<file path="src/rtl/eth_gmii_tx_pkg.sv">
// Shared definitions for the GMII frame transmitter: FSM encoding, preamble/SFD
// bytes, the CRC-32 polynomial and seed, and a byte-wide CRC step.
package eth_gmii_tx_pkg;

  typedef enum logic [2:0] {
    ST_IDLE,
    ST_PRE,
    ST_SFD,
    ST_DATA,
    ST_PAD,
    ST_FCS,
    ST_IFG,
    ST_DROP
  } state_e;

  localparam logic [7:0]  PRE_BYTE   = 8'h55;
  localparam logic [7:0]  SFD_BYTE   = 8'hD5;
  localparam int          PRE_LEN    = 7;
  localparam int          BYTE_CNT_W = 11;
  localparam logic [31:0] CRC_POLY   = 32'h04C11DB7;
  localparam logic [31:0] CRC_INIT   = 32'hFFFFFFFF;

  function automatic logic [31:0] reflect32(input logic [31:0] v);
    logic [31:0] r;
    for (int i = 0; i < 32; i++) r[i] = v[31-i];
    return r;
  endfunction

  // Ethernet shifts LSB first, so the update runs on the bit-reversed polynomial.
  localparam logic [31:0] CRC_POLY_REFL = reflect32(CRC_POLY);

  function automatic logic [31:0] crc32_update8(input logic [31:0] crc, input logic [7:0] data);
    logic [31:0] c;
    c = crc ^ {24'h0, data};
    for (int i = 0; i < 8; i++) c = c[0] ? ((c >> 1) ^ CRC_POLY_REFL) : (c >> 1);
    return c;
  endfunction

endpackage

</file>
<file path="src/rtl/eth_gmii_tx_if.sv">
// Word-wide frame stream into the GMII transmitter (valid/ready handshake).
interface eth_gmii_tx_if;
  logic [31:0] tx_data;
  logic        tx_vld;
  logic        tx_sop;
  logic        tx_eop;
  logic [1:0]  tx_mod;
  logic        tx_rdy;

  modport master (output tx_data, tx_vld, tx_sop, tx_eop, tx_mod, input tx_rdy);
  modport slave  (input tx_data, tx_vld, tx_sop, tx_eop, tx_mod, output tx_rdy);
endinterface

</file>
<file path="src/rtl/eth_crc32_d8.sv">
// Ethernet CRC-32 register advancing one byte per enabled cycle.
module eth_crc32_d8
  import eth_gmii_tx_pkg::*;
(
  input  logic        clk,
  input  logic        rst,
  input  logic        init,
  input  logic        en,
  input  logic [7:0]  data,
  output logic [31:0] crc
);

  logic [31:0] crc_q, crc_d;

  always_comb begin
    crc_d = crc_q;
    if (init)    crc_d = CRC_INIT;
    else if (en) crc_d = crc32_update8(crc_q, data);
  end

  // NOTE: state registers use non-blocking assignment so every flop samples pre-edge values.
  always_ff @(posedge clk) begin
    if (rst) crc_q <= CRC_INIT;
    else     crc_q <= crc_d;
  end

  assign crc = crc_q;

endmodule

</file>
<file path="src/rtl/eth_gmii_tx.sv">
// GMII transmitter: frames 32-bit words with preamble/SFD, pads short frames,
// appends the FCS and enforces the inter-frame gap.
module eth_gmii_tx
  import eth_gmii_tx_pkg::*;
#(
  parameter int IFG_BYTES   = 12,
  parameter int MIN_PAYLOAD = 60
) (
  input  logic          clk,
  input  logic          rst,
  eth_gmii_tx_if.slave  tx,
  output logic [7:0]    o_gmii_txd,
  output logic          o_gmii_txen,
  output logic          o_gmii_txer,
  output logic          o_busy,
  output logic [15:0]   o_frame_cnt,
  output logic [7:0]    o_err_cnt
);

  localparam logic [BYTE_CNT_W-1:0] BYTE_MAX = '1;
  localparam logic [BYTE_CNT_W-1:0] MIN_LEN  = BYTE_CNT_W'(MIN_PAYLOAD);
  localparam logic [15:0]           IFG_LAST = 16'(IFG_BYTES - 1);
  localparam logic [15:0]           PRE_LAST = 16'(PRE_LEN - 1);

  state_e                 state_q, state_d;
  logic [31:0]            word_q, word_d;
  logic                   eop_q, eop_d;
  logic [1:0]             mod_q, mod_d;
  logic [15:0]            idx_q, idx_d;
  logic [BYTE_CNT_W-1:0]  byte_cnt_q, byte_cnt_d;
  logic                   underrun_q, underrun_d;
  logic [15:0]            frame_cnt_q, frame_cnt_d;
  logic [7:0]             err_cnt_q, err_cnt_d;

  logic                   rdy, crc_init, crc_en;
  logic [7:0]             crc_byte, cur_byte, err_inc;
  logic [31:0]            crc;
  logic [BYTE_CNT_W-1:0]  byte_cnt_inc;
  logic [1:0]             last_sel;

  eth_crc32_d8 u_crc (
    .clk  (clk),
    .rst  (rst),
    .init (crc_init),
    .en   (crc_en),
    .data (crc_byte),
    .crc  (crc)
  );

  assign byte_cnt_inc = (byte_cnt_q == BYTE_MAX) ? BYTE_MAX : byte_cnt_q + 1'b1;
  assign err_inc      = (err_cnt_q == 8'hFF) ? 8'hFF : err_cnt_q + 8'd1;
  assign last_sel     = eop_q ? 2'd3 - mod_q : 2'd3;
  assign cur_byte     = 8'(word_q >> {2'd3 - idx_q[1:0], 3'b000});

  // NOTE: every always_comb output gets a default first, so no path can infer a latch.
  always_comb begin
    state_d     = state_q;
    word_d      = word_q;
    eop_d       = eop_q;
    mod_d       = mod_q;
    idx_d       = idx_q;
    byte_cnt_d  = byte_cnt_q;
    underrun_d  = 1'b0;
    frame_cnt_d = frame_cnt_q;
    err_cnt_d   = err_cnt_q;
    rdy         = 1'b0;
    crc_init    = 1'b0;
    crc_en      = 1'b0;
    crc_byte    = 8'h00;
    o_gmii_txd  = 8'h00;
    o_gmii_txen = 1'b0;
    o_gmii_txer = 1'b0;

    case (state_q)
      ST_IDLE: begin
        rdy = 1'b1;
        if (tx.tx_vld) begin
          if (tx.tx_sop) begin
            word_d     = tx.tx_data;
            eop_d      = tx.tx_eop;
            mod_d      = tx.tx_mod;
            idx_d      = '0;
            byte_cnt_d = '0;
            crc_init   = 1'b1;
            state_d    = ST_PRE;
          end else begin
            err_cnt_d = err_inc;
          end
        end
      end
      ST_PRE: begin
        o_gmii_txen = 1'b1;
        o_gmii_txd  = PRE_BYTE;
        idx_d       = idx_q + 16'd1;
        if (idx_q == PRE_LAST) state_d = ST_SFD;
      end
      ST_SFD: begin
        o_gmii_txen = 1'b1;
        o_gmii_txd  = SFD_BYTE;
        idx_d       = '0;
        state_d     = ST_DATA;
      end
      ST_DATA: begin
        o_gmii_txen = 1'b1;
        if (underrun_q) begin
          // Single poisoned byte-time so the link partner discards the frame.
          o_gmii_txer = 1'b1;
          state_d     = ST_DROP;
        end else begin
          o_gmii_txd = cur_byte;
          crc_en     = 1'b1;
          crc_byte   = cur_byte;
          byte_cnt_d = byte_cnt_inc;
          idx_d      = idx_q + 16'd1;
          if (idx_q[1:0] == last_sel) begin
            idx_d = '0;
            if (eop_q) begin
              state_d = (byte_cnt_inc < MIN_LEN) ? ST_PAD : ST_FCS;
            end else begin
              // Fetch the next word while its predecessor's last byte is on the wire.
              rdy = 1'b1;
              if (tx.tx_vld) begin
                word_d = tx.tx_data;
                eop_d  = tx.tx_eop;
                mod_d  = tx.tx_mod;
              end else begin
                underrun_d = 1'b1;
                err_cnt_d  = err_inc;
              end
            end
          end
        end
      end
      ST_PAD: begin
        o_gmii_txen = 1'b1;
        crc_en      = 1'b1;
        byte_cnt_d  = byte_cnt_inc;
        if (byte_cnt_inc >= MIN_LEN) begin
          idx_d   = '0;
          state_d = ST_FCS;
        end
      end
      ST_FCS: begin
        o_gmii_txen = 1'b1;
        o_gmii_txd  = 8'((~crc) >> {idx_q[1:0], 3'b000});
        idx_d       = idx_q + 16'd1;
        if (idx_q[1:0] == 2'd3) begin
          idx_d       = '0;
          frame_cnt_d = frame_cnt_q + 16'd1;
          state_d     = ST_IFG;
        end
      end
      ST_IFG: begin
        idx_d = idx_q + 16'd1;
        if (idx_q == IFG_LAST) begin
          idx_d   = '0;
          state_d = ST_IDLE;
        end
      end
      ST_DROP: begin
        rdy = 1'b1;
        if (tx.tx_vld && tx.tx_eop) begin
          idx_d   = '0;
          state_d = ST_IFG;
        end
      end
      default: state_d = ST_IDLE;
    endcase
  end

  always_ff @(posedge clk) begin
    if (rst) begin
      state_q     <= ST_IDLE;
      word_q      <= '0;
      eop_q       <= 1'b0;
      mod_q       <= '0;
      idx_q       <= '0;
      byte_cnt_q  <= '0;
      underrun_q  <= 1'b0;
      frame_cnt_q <= '0;
      err_cnt_q   <= '0;
    end else begin
      state_q     <= state_d;
      word_q      <= word_d;
      eop_q       <= eop_d;
      mod_q       <= mod_d;
      idx_q       <= idx_d;
      byte_cnt_q  <= byte_cnt_d;
      underrun_q  <= underrun_d;
      frame_cnt_q <= frame_cnt_d;
      err_cnt_q   <= err_cnt_d;
    end
  end

  assign tx.tx_rdy   = rdy & ~rst;
  assign o_busy      = (state_q != ST_IDLE);
  assign o_frame_cnt = frame_cnt_q;
  assign o_err_cnt   = err_cnt_q;

endmodule

</file>
<file path="src/flat_wrapper.sv">
// flat-port wrapper written by rule: the top's interface ports become plain ports
module eth_gmii_tx_flat import eth_gmii_tx_pkg::*;
#(
  parameter int IFG_BYTES   = 12,
  parameter int MIN_PAYLOAD = 60
)
  (clk, rst, o_gmii_txd, o_gmii_txen, o_gmii_txer, o_busy, o_frame_cnt, o_err_cnt, tx_tx_data, tx_tx_vld, tx_tx_sop, tx_tx_eop, tx_tx_mod, tx_tx_rdy);
  eth_gmii_tx_if tx_i ();
  input  logic clk;
  input  logic rst;
  output logic [7:0] o_gmii_txd;
  output logic o_gmii_txen;
  output logic o_gmii_txer;
  output logic o_busy;
  output logic [15:0] o_frame_cnt;
  output logic [7:0] o_err_cnt;
  input wire logic [$bits(tx_i.tx_data)-1:0] tx_tx_data;
  input wire logic [$bits(tx_i.tx_vld)-1:0] tx_tx_vld;
  input wire logic [$bits(tx_i.tx_sop)-1:0] tx_tx_sop;
  input wire logic [$bits(tx_i.tx_eop)-1:0] tx_tx_eop;
  input wire logic [$bits(tx_i.tx_mod)-1:0] tx_tx_mod;
  output wire logic [$bits(tx_i.tx_rdy)-1:0] tx_tx_rdy;
  assign tx_i.tx_data = tx_tx_data;
  assign tx_i.tx_vld = tx_tx_vld;
  assign tx_i.tx_sop = tx_tx_sop;
  assign tx_i.tx_eop = tx_tx_eop;
  assign tx_i.tx_mod = tx_tx_mod;
  assign tx_tx_rdy = tx_i.tx_rdy;
  eth_gmii_tx #(.IFG_BYTES(IFG_BYTES), .MIN_PAYLOAD(MIN_PAYLOAD)) u_core (.clk(clk), .rst(rst), .tx(tx_i), .o_gmii_txd(o_gmii_txd), .o_gmii_txen(o_gmii_txen), .o_gmii_txer(o_gmii_txer), .o_busy(o_busy), .o_frame_cnt(o_frame_cnt), .o_err_cnt(o_err_cnt));
endmodule
</file>
<file path="config.mk">
export PLATFORM = sky130hd
export DESIGN_NAME = eth_gmii_tx_flat
export DESIGN_NICKNAME = d
export VERILOG_FILES = /design/src/rtl/eth_gmii_tx_pkg.sv /design/src/rtl/eth_gmii_tx_if.sv /design/src/rtl/eth_crc32_d8.sv /design/src/rtl/eth_gmii_tx.sv /design/src/flat_wrapper.sv
export SDC_FILE = /design/constraint.sdc
export NUM_CORES = 1
export LEC_CHECK = 0
export ABC_AREA = 1
export BUFFER_PORTS_ARGS = -buffer_cell sky130_fd_sc_hd__buf_4
export CAP_MARGIN = 20
export CORE_MARGIN = 4
export CORE_UTILIZATION = 55
export CTS_CLUSTER_SIZE = 8
export DETAILED_ROUTE_END_ITERATION = 8
export PLACE_DENSITY_LB_ADDON = 0.15
export RECOVER_POWER = 25
export SLEW_MARGIN = 20
export SYNTH_ARGS = -nofsm -noshare
export SYNTH_HDL_FRONTEND = slang
export SYNTH_HIERARCHICAL = 1
export SYNTH_SLANG_ARGS = --single-unit
</file>
<file path="constraint.sdc">
create_clock -name clk -period 3.8 [get_ports clk]
set_clock_uncertainty 0.2 [all_clocks]
set_input_delay 0.76 -clock clk [delete_from_list [all_inputs] [get_ports clk]]
set_output_delay 0.76 -clock clk [all_outputs]
set_load 0.02 [all_outputs]
</file>
Yosys cells after proc, flatten, opt, wreduce, memory -nomap -nowiden
Cells that the tools add are included.
Word-level totals
  register bits after elaboration: 122
  latch bits: 0
  RAM bits: 0
  memory bits (read-only): 0
  output and inout bits: 36
  logic and storage cells: 158
  memories: 0
Cells by class
  add/subtract/negate cells: 6
  $mul: 0
  div/mod/pow operators: 0
  $lt $le $gt $ge: 2
  equality and inequality tests: 28
  shift operators: 2
  muxes and demuxes: 80
  bitwise gates (word level): 14
  reduce and logical (&&, ||, !) cells: 16
Operator list (count)
  $mux W32: 14
  $mux W16: 8
  $pmux W16 S8: 1
  $not A13 Y14: 8
  $mux W8: 9
  $pmux W32 S2: 1
  $shr A32 B5 Y8: 2
  $mux W11: 4
  $pmux W11 S3: 1
  $add A16 B1 Y16 const B: 2
  $not A32 Y32: 1
  $pmux W8 S4: 1
  $xor A32 B8 Y32: 1
  $mux W3: 10
  $pmux W3 S8: 1
  $mux W1: 18
  $eq A16 B3 Y1 const B: 1
  $eq A16 B4 Y1 const B: 1
  $pmux W8 S2: 1
  $mux W2: 7
  $ne A2 B2 Y1 const B: 7
  $reduce_and A7 Y1: 2
  $eq A3 B3 Y1 const B: 4
  $ne A2 B1 Y1 const B: 6
  other kinds (26): 37

Logic depth before layout (Yosys ltp)
  depth after elaboration: 21
  mapped depth: 21

Modules after synthesis
Netlist, hierarchy kept.
By module, submodules not included
  eth_gmii_tx: instances 1, cells each 842, area an instance 5517.8 sq um, sequential area each 1801.7 sq um
  eth_crc32_d8: instances 1, cells each 314, area an instance 2346.0 sq um, sequential area each 640.6 sq um

Worst setup path after synthesis
Ideal clock, no wire load.
  path type: register to output
  from: register u_core.idx_q[1]
  to: output port o_gmii_txd[1]
  arrival time: 1537 ps
  setup slack: 1303 ps
  cell stages (with the launch flop): 6
  path buffers: 2
  path through: dfxtp_1 -> buf_4 -> clkinv_1 -> buf_1 -> a21oi_1 -> o32ai_1
On the way
  cells in the longest elaborated chain, start to end: 4
  elaborated cells on any way between the ends: 5
  classes of those cells: 1 x add/sub; 2 x shift; 2 x mux
RTL lines
  start, declared: line eth_gmii_tx.sv:29  | logic [15:0] idx_q, idx_d;
  start signal, assigned: line eth_gmii_tx.sv:187  | idx_q <= idx_d;
  $sub A2 B2 Y2: line eth_gmii_tx.sv:53  | assign cur_byte = 8'(word_q >> {2'd3 - idx_q[1:0], 3'b000});
  $shr A32 B5 Y8: line eth_gmii_tx.sv:53
  $mux W8: line eth_gmii_tx.sv:105  | if (underrun_q) begin
  $pmux W8 S4 (*): line eth_gmii_tx.sv:74  | case (state_q)
  end, declared: line flat_wrapper.sv:11  | output logic [7:0] o_gmii_txd;
Every way passes the cells marked *; elsewhere a longest branch is shown, timed or not.

Worst setup path in the final report
  from: register u_core.idx_q[1]
  to: register u_core.mod_q[0]
On the way
  cells in the longest elaborated chain, start to end: 3
RTL lines
  $eq A2 B2 Y1: line eth_gmii_tx.sv:115  | if (idx_q[1:0] == last_sel) begin
  $ne A2 B1 Y1 (no line)
  $reduce_and A7 Y1 (no line)
  end signal, assigned: line eth_gmii_tx.sv:186  | mod_q <= mod_d;
  end, declared: line eth_gmii_tx.sv:28  | logic [1:0] mod_q, mod_d;
No other way between the ends.
A chain may end at the register's enable or synchronous reset.

==> results.md <==
- Layout Utilization: 0.641
- Syn Nets: 1201
- Number of synthesized register bits: 122
- Max-slew violations: 0
- Post-Syn Area: 7860 µm²
- FMAX: 318 MHz
- Critical Path Source Type: flip-flop
- Antenna violations before repair: 0
- CP endpoint kind: flip-flop
- CTS Buffer Depth: 2
- Remaining DRCs: 0
- First-pass GRT wire length: 33400 µm
- Gate Count Post-Synth: 1156
- Outcome: completed
- FF+latch area: 2440 µm²
- Largest net degree at the start of global routing: 42
- Core area: 13900 µm²
- Port-buffer cells: 74
- Critical path peak fanout: 35
- Worst Hold Class: reg -> reg
- Fillers: 1324
- Worst-Margin Slew: 0.896 ns
- Final setup margin: 0.655 ns
- Initial Utilization: 0.564
- Pwr Total: 6.81 mW
- Avg Cell Area, Syn: 6.80 µm²
- Overall routing resource usage: 0.252
- Die X-Extent: 128 µm
- DRT antenna net count: 0
- Placed cells: 1372
- Non-filler cells, final: 1404
- Clk slew on worst S/H paths: 0.06 ns
- Post-CTS Resized: 0
- GPL Wtd Cong: 0.869
- # IOs: 75
- Ratio of final minimum period to clock period: 0.828
- Vias in the first global route: 6946
- N_diodes: 0
- Share of cells above drive strength 1: 0.151
- Nets: 1256
- Distinct cell type count after synthesis: 56
- Vias per std cell: 5.32
- Htree depth: 4
- Count of final hold-check violations: 0
- Detailed-placement wirelength estimate: 14200 µm
- Initial DRT Pass Iterations: 5
- Overflow after GRT: 0
- Most used DFF post-synth: dfxtp_1
- Post-route cell area: 8930 µm²
- Req. time, crit path: 3.89 ns
- RSZ-0062 raised after global routing: no
- Commonest non-fill, non-tap cell in the layout: nand2_1
- Max cap viols: 0
- Commonest non-fill, non-tap cells in the layout: nand2_1, inv_1, dfxtp_1
- Post-route setup TNS: 0 ns
- Area after DPL: 8470 µm²
- Pre-CTS setup slack: 0.799 ns
- CTS Buf Count: 17
- Post-CTS setup buffer count: 0
- Relative slew slack: 0.402
- Post-CTS Hold Buffers: 0
- Hold slack: 0.244 ns
- Multi-input gate area: 4600 µm²
- Post-synth EDFFs: 0
- Total clock sinks: 122
- Leakage power: 3.82 nW
- Total Routed Length: 19900 µm
- Die height: 128 µm
- Area Growth Syn to Fin: 13.6%
- Final setup viols: 0
- Warnings from Yosys: 6
- Clock Latency Late Sink: 0.41 ns
- Peak VDD IR: 457 µV
- CTS root buf: clkbuf_16
- Critical Path AT: 3.23 ns
- Die ar.: 16300 µm²
- TritonCTS clock tree: yes
- Tmin final: 3.14 ns
- Seq/Total Area, Yosys: 0.311
- 1st-iter DRT viols: 510
- Crit Path Category: reg -> reg
- Power density over cell area: 762 nW/µm²
- WL/cell: 14.2 µm
- FFs w/ async S/R, synth: 0
- Vias: 7473
- Cell Rows: 43
registers in the layout, indices dropped and copies added, names as in the netlist, named ones only:
register and count:
u_core/mod_q 2, u_core/byte_cnt_q 11, u_core/eop_q 1, u_core/word_q 32, u_core/u_crc/crc 32, u_core/o_err_cnt 8, u_core/underrun_q 1, u_core/state_q 2
u_core/o_frame_cnt 16, u_core/idx_q 16
cell type report:
type | instances | area share
Inverter | 145 | 0.0630
Sequential cell | 122 | 0.273
Clock inverter | 12 | 0.0129
Timing Repair Buffer | 81 | 0.0594
Multi-Input combinational cell | 844 | 0.515
Tap cell | 180 | 0.0252
Clock buffer | 20 | 0.0511
critical path: stages (launching register included):
cell     delay (ns)
dfxtp_1        0.33
buf_4          0.28
xor2_1         0.10
inv_1          0.08
nand2_1        0.16
o21ai_0        0.49
nand3_2        0.61
buf_12         0.39
o21ai_0        0.29
a21oi_1        0.07
worst paths after layout:
check / start / to / slack (ns) / depth (start not counted)
worst max register to register: u_core/idx_q[1]$_SDFFE_PP0P_ / u_core/mod_q[0]$_SDFFE_PP0P_ / 0.66 / 9
worst min register to register: u_core/word_q[2]$_SDFFE_PP0P_ / u_core/word_q[2]$_SDFFE_PP0P_ / 0.24 / 2
worst min-delay path: u_core/word_q[2]$_SDFFE_PP0P_ / u_core/word_q[2]$_SDFFE_PP0P_ / 0.24 / 2
worst max-delay path: u_core/idx_q[1]$_SDFFE_PP0P_ / u_core/mod_q[0]$_SDFFE_PP0P_ / 0.66 / 9
synth_stat cells, types with 14 or more instances:
library cell	count	area, µm²
nand3_1	57	285
clkbuf_1	27	101
nand2_1	251	942
inv_1	125	469
nand4_1	19	119
xor2_1	33	289
nor2_1	117	439
o21ai_1	17	85.1
nor3_1	14	70.1
nand2_2	18	113
a21oi_1	121	606
nand2_4	18	203
dfxtp_1	122	2440
o21ai_0	81	405
power breakdown:
part | switching, mW | internal, mW | total, mW
Clock | 0.619 | 0.941 | 1.56
Sequential | 0.272 | 1.64 | 1.91
Combinational | 2.23 | 1.11 | 3.34
Total | 3.12 | 3.69 | 6.81
per-layer routing:
| metal | vias to the layer above | global-route usage | part of all wire |
|---|---|---|---|
| li1 | 3839 | - | - |
| met3 | 27 | 0.0502 | 0.058 |
| met4 | 0 | 0.0762 | 0.013 |
| met1 | 3405 | 0.334 | 0.45 |
| met2 | 202 | 0.418 | 0.48 |
| met5 | - | 0 | 0 |
cells by family (layout without fill, tap and decap cells):
| logic type | count (synthesis) | after routing | synth area share |
|---|---|---|---|
| compound gates | 251 | 251 | 0.173 |
| xor+xnor | 55 | 55 | 0.0761 |
| fa+ha+maj | 6 | 6 | 0.00955 |
| buf+inv | 190 | 258 | 0.102 |
| flops | 122 | 122 | 0.311 |
| simple gates | 532 | 532 | 0.329 |
Note: power is estimated with default switching activity, not from simulation.
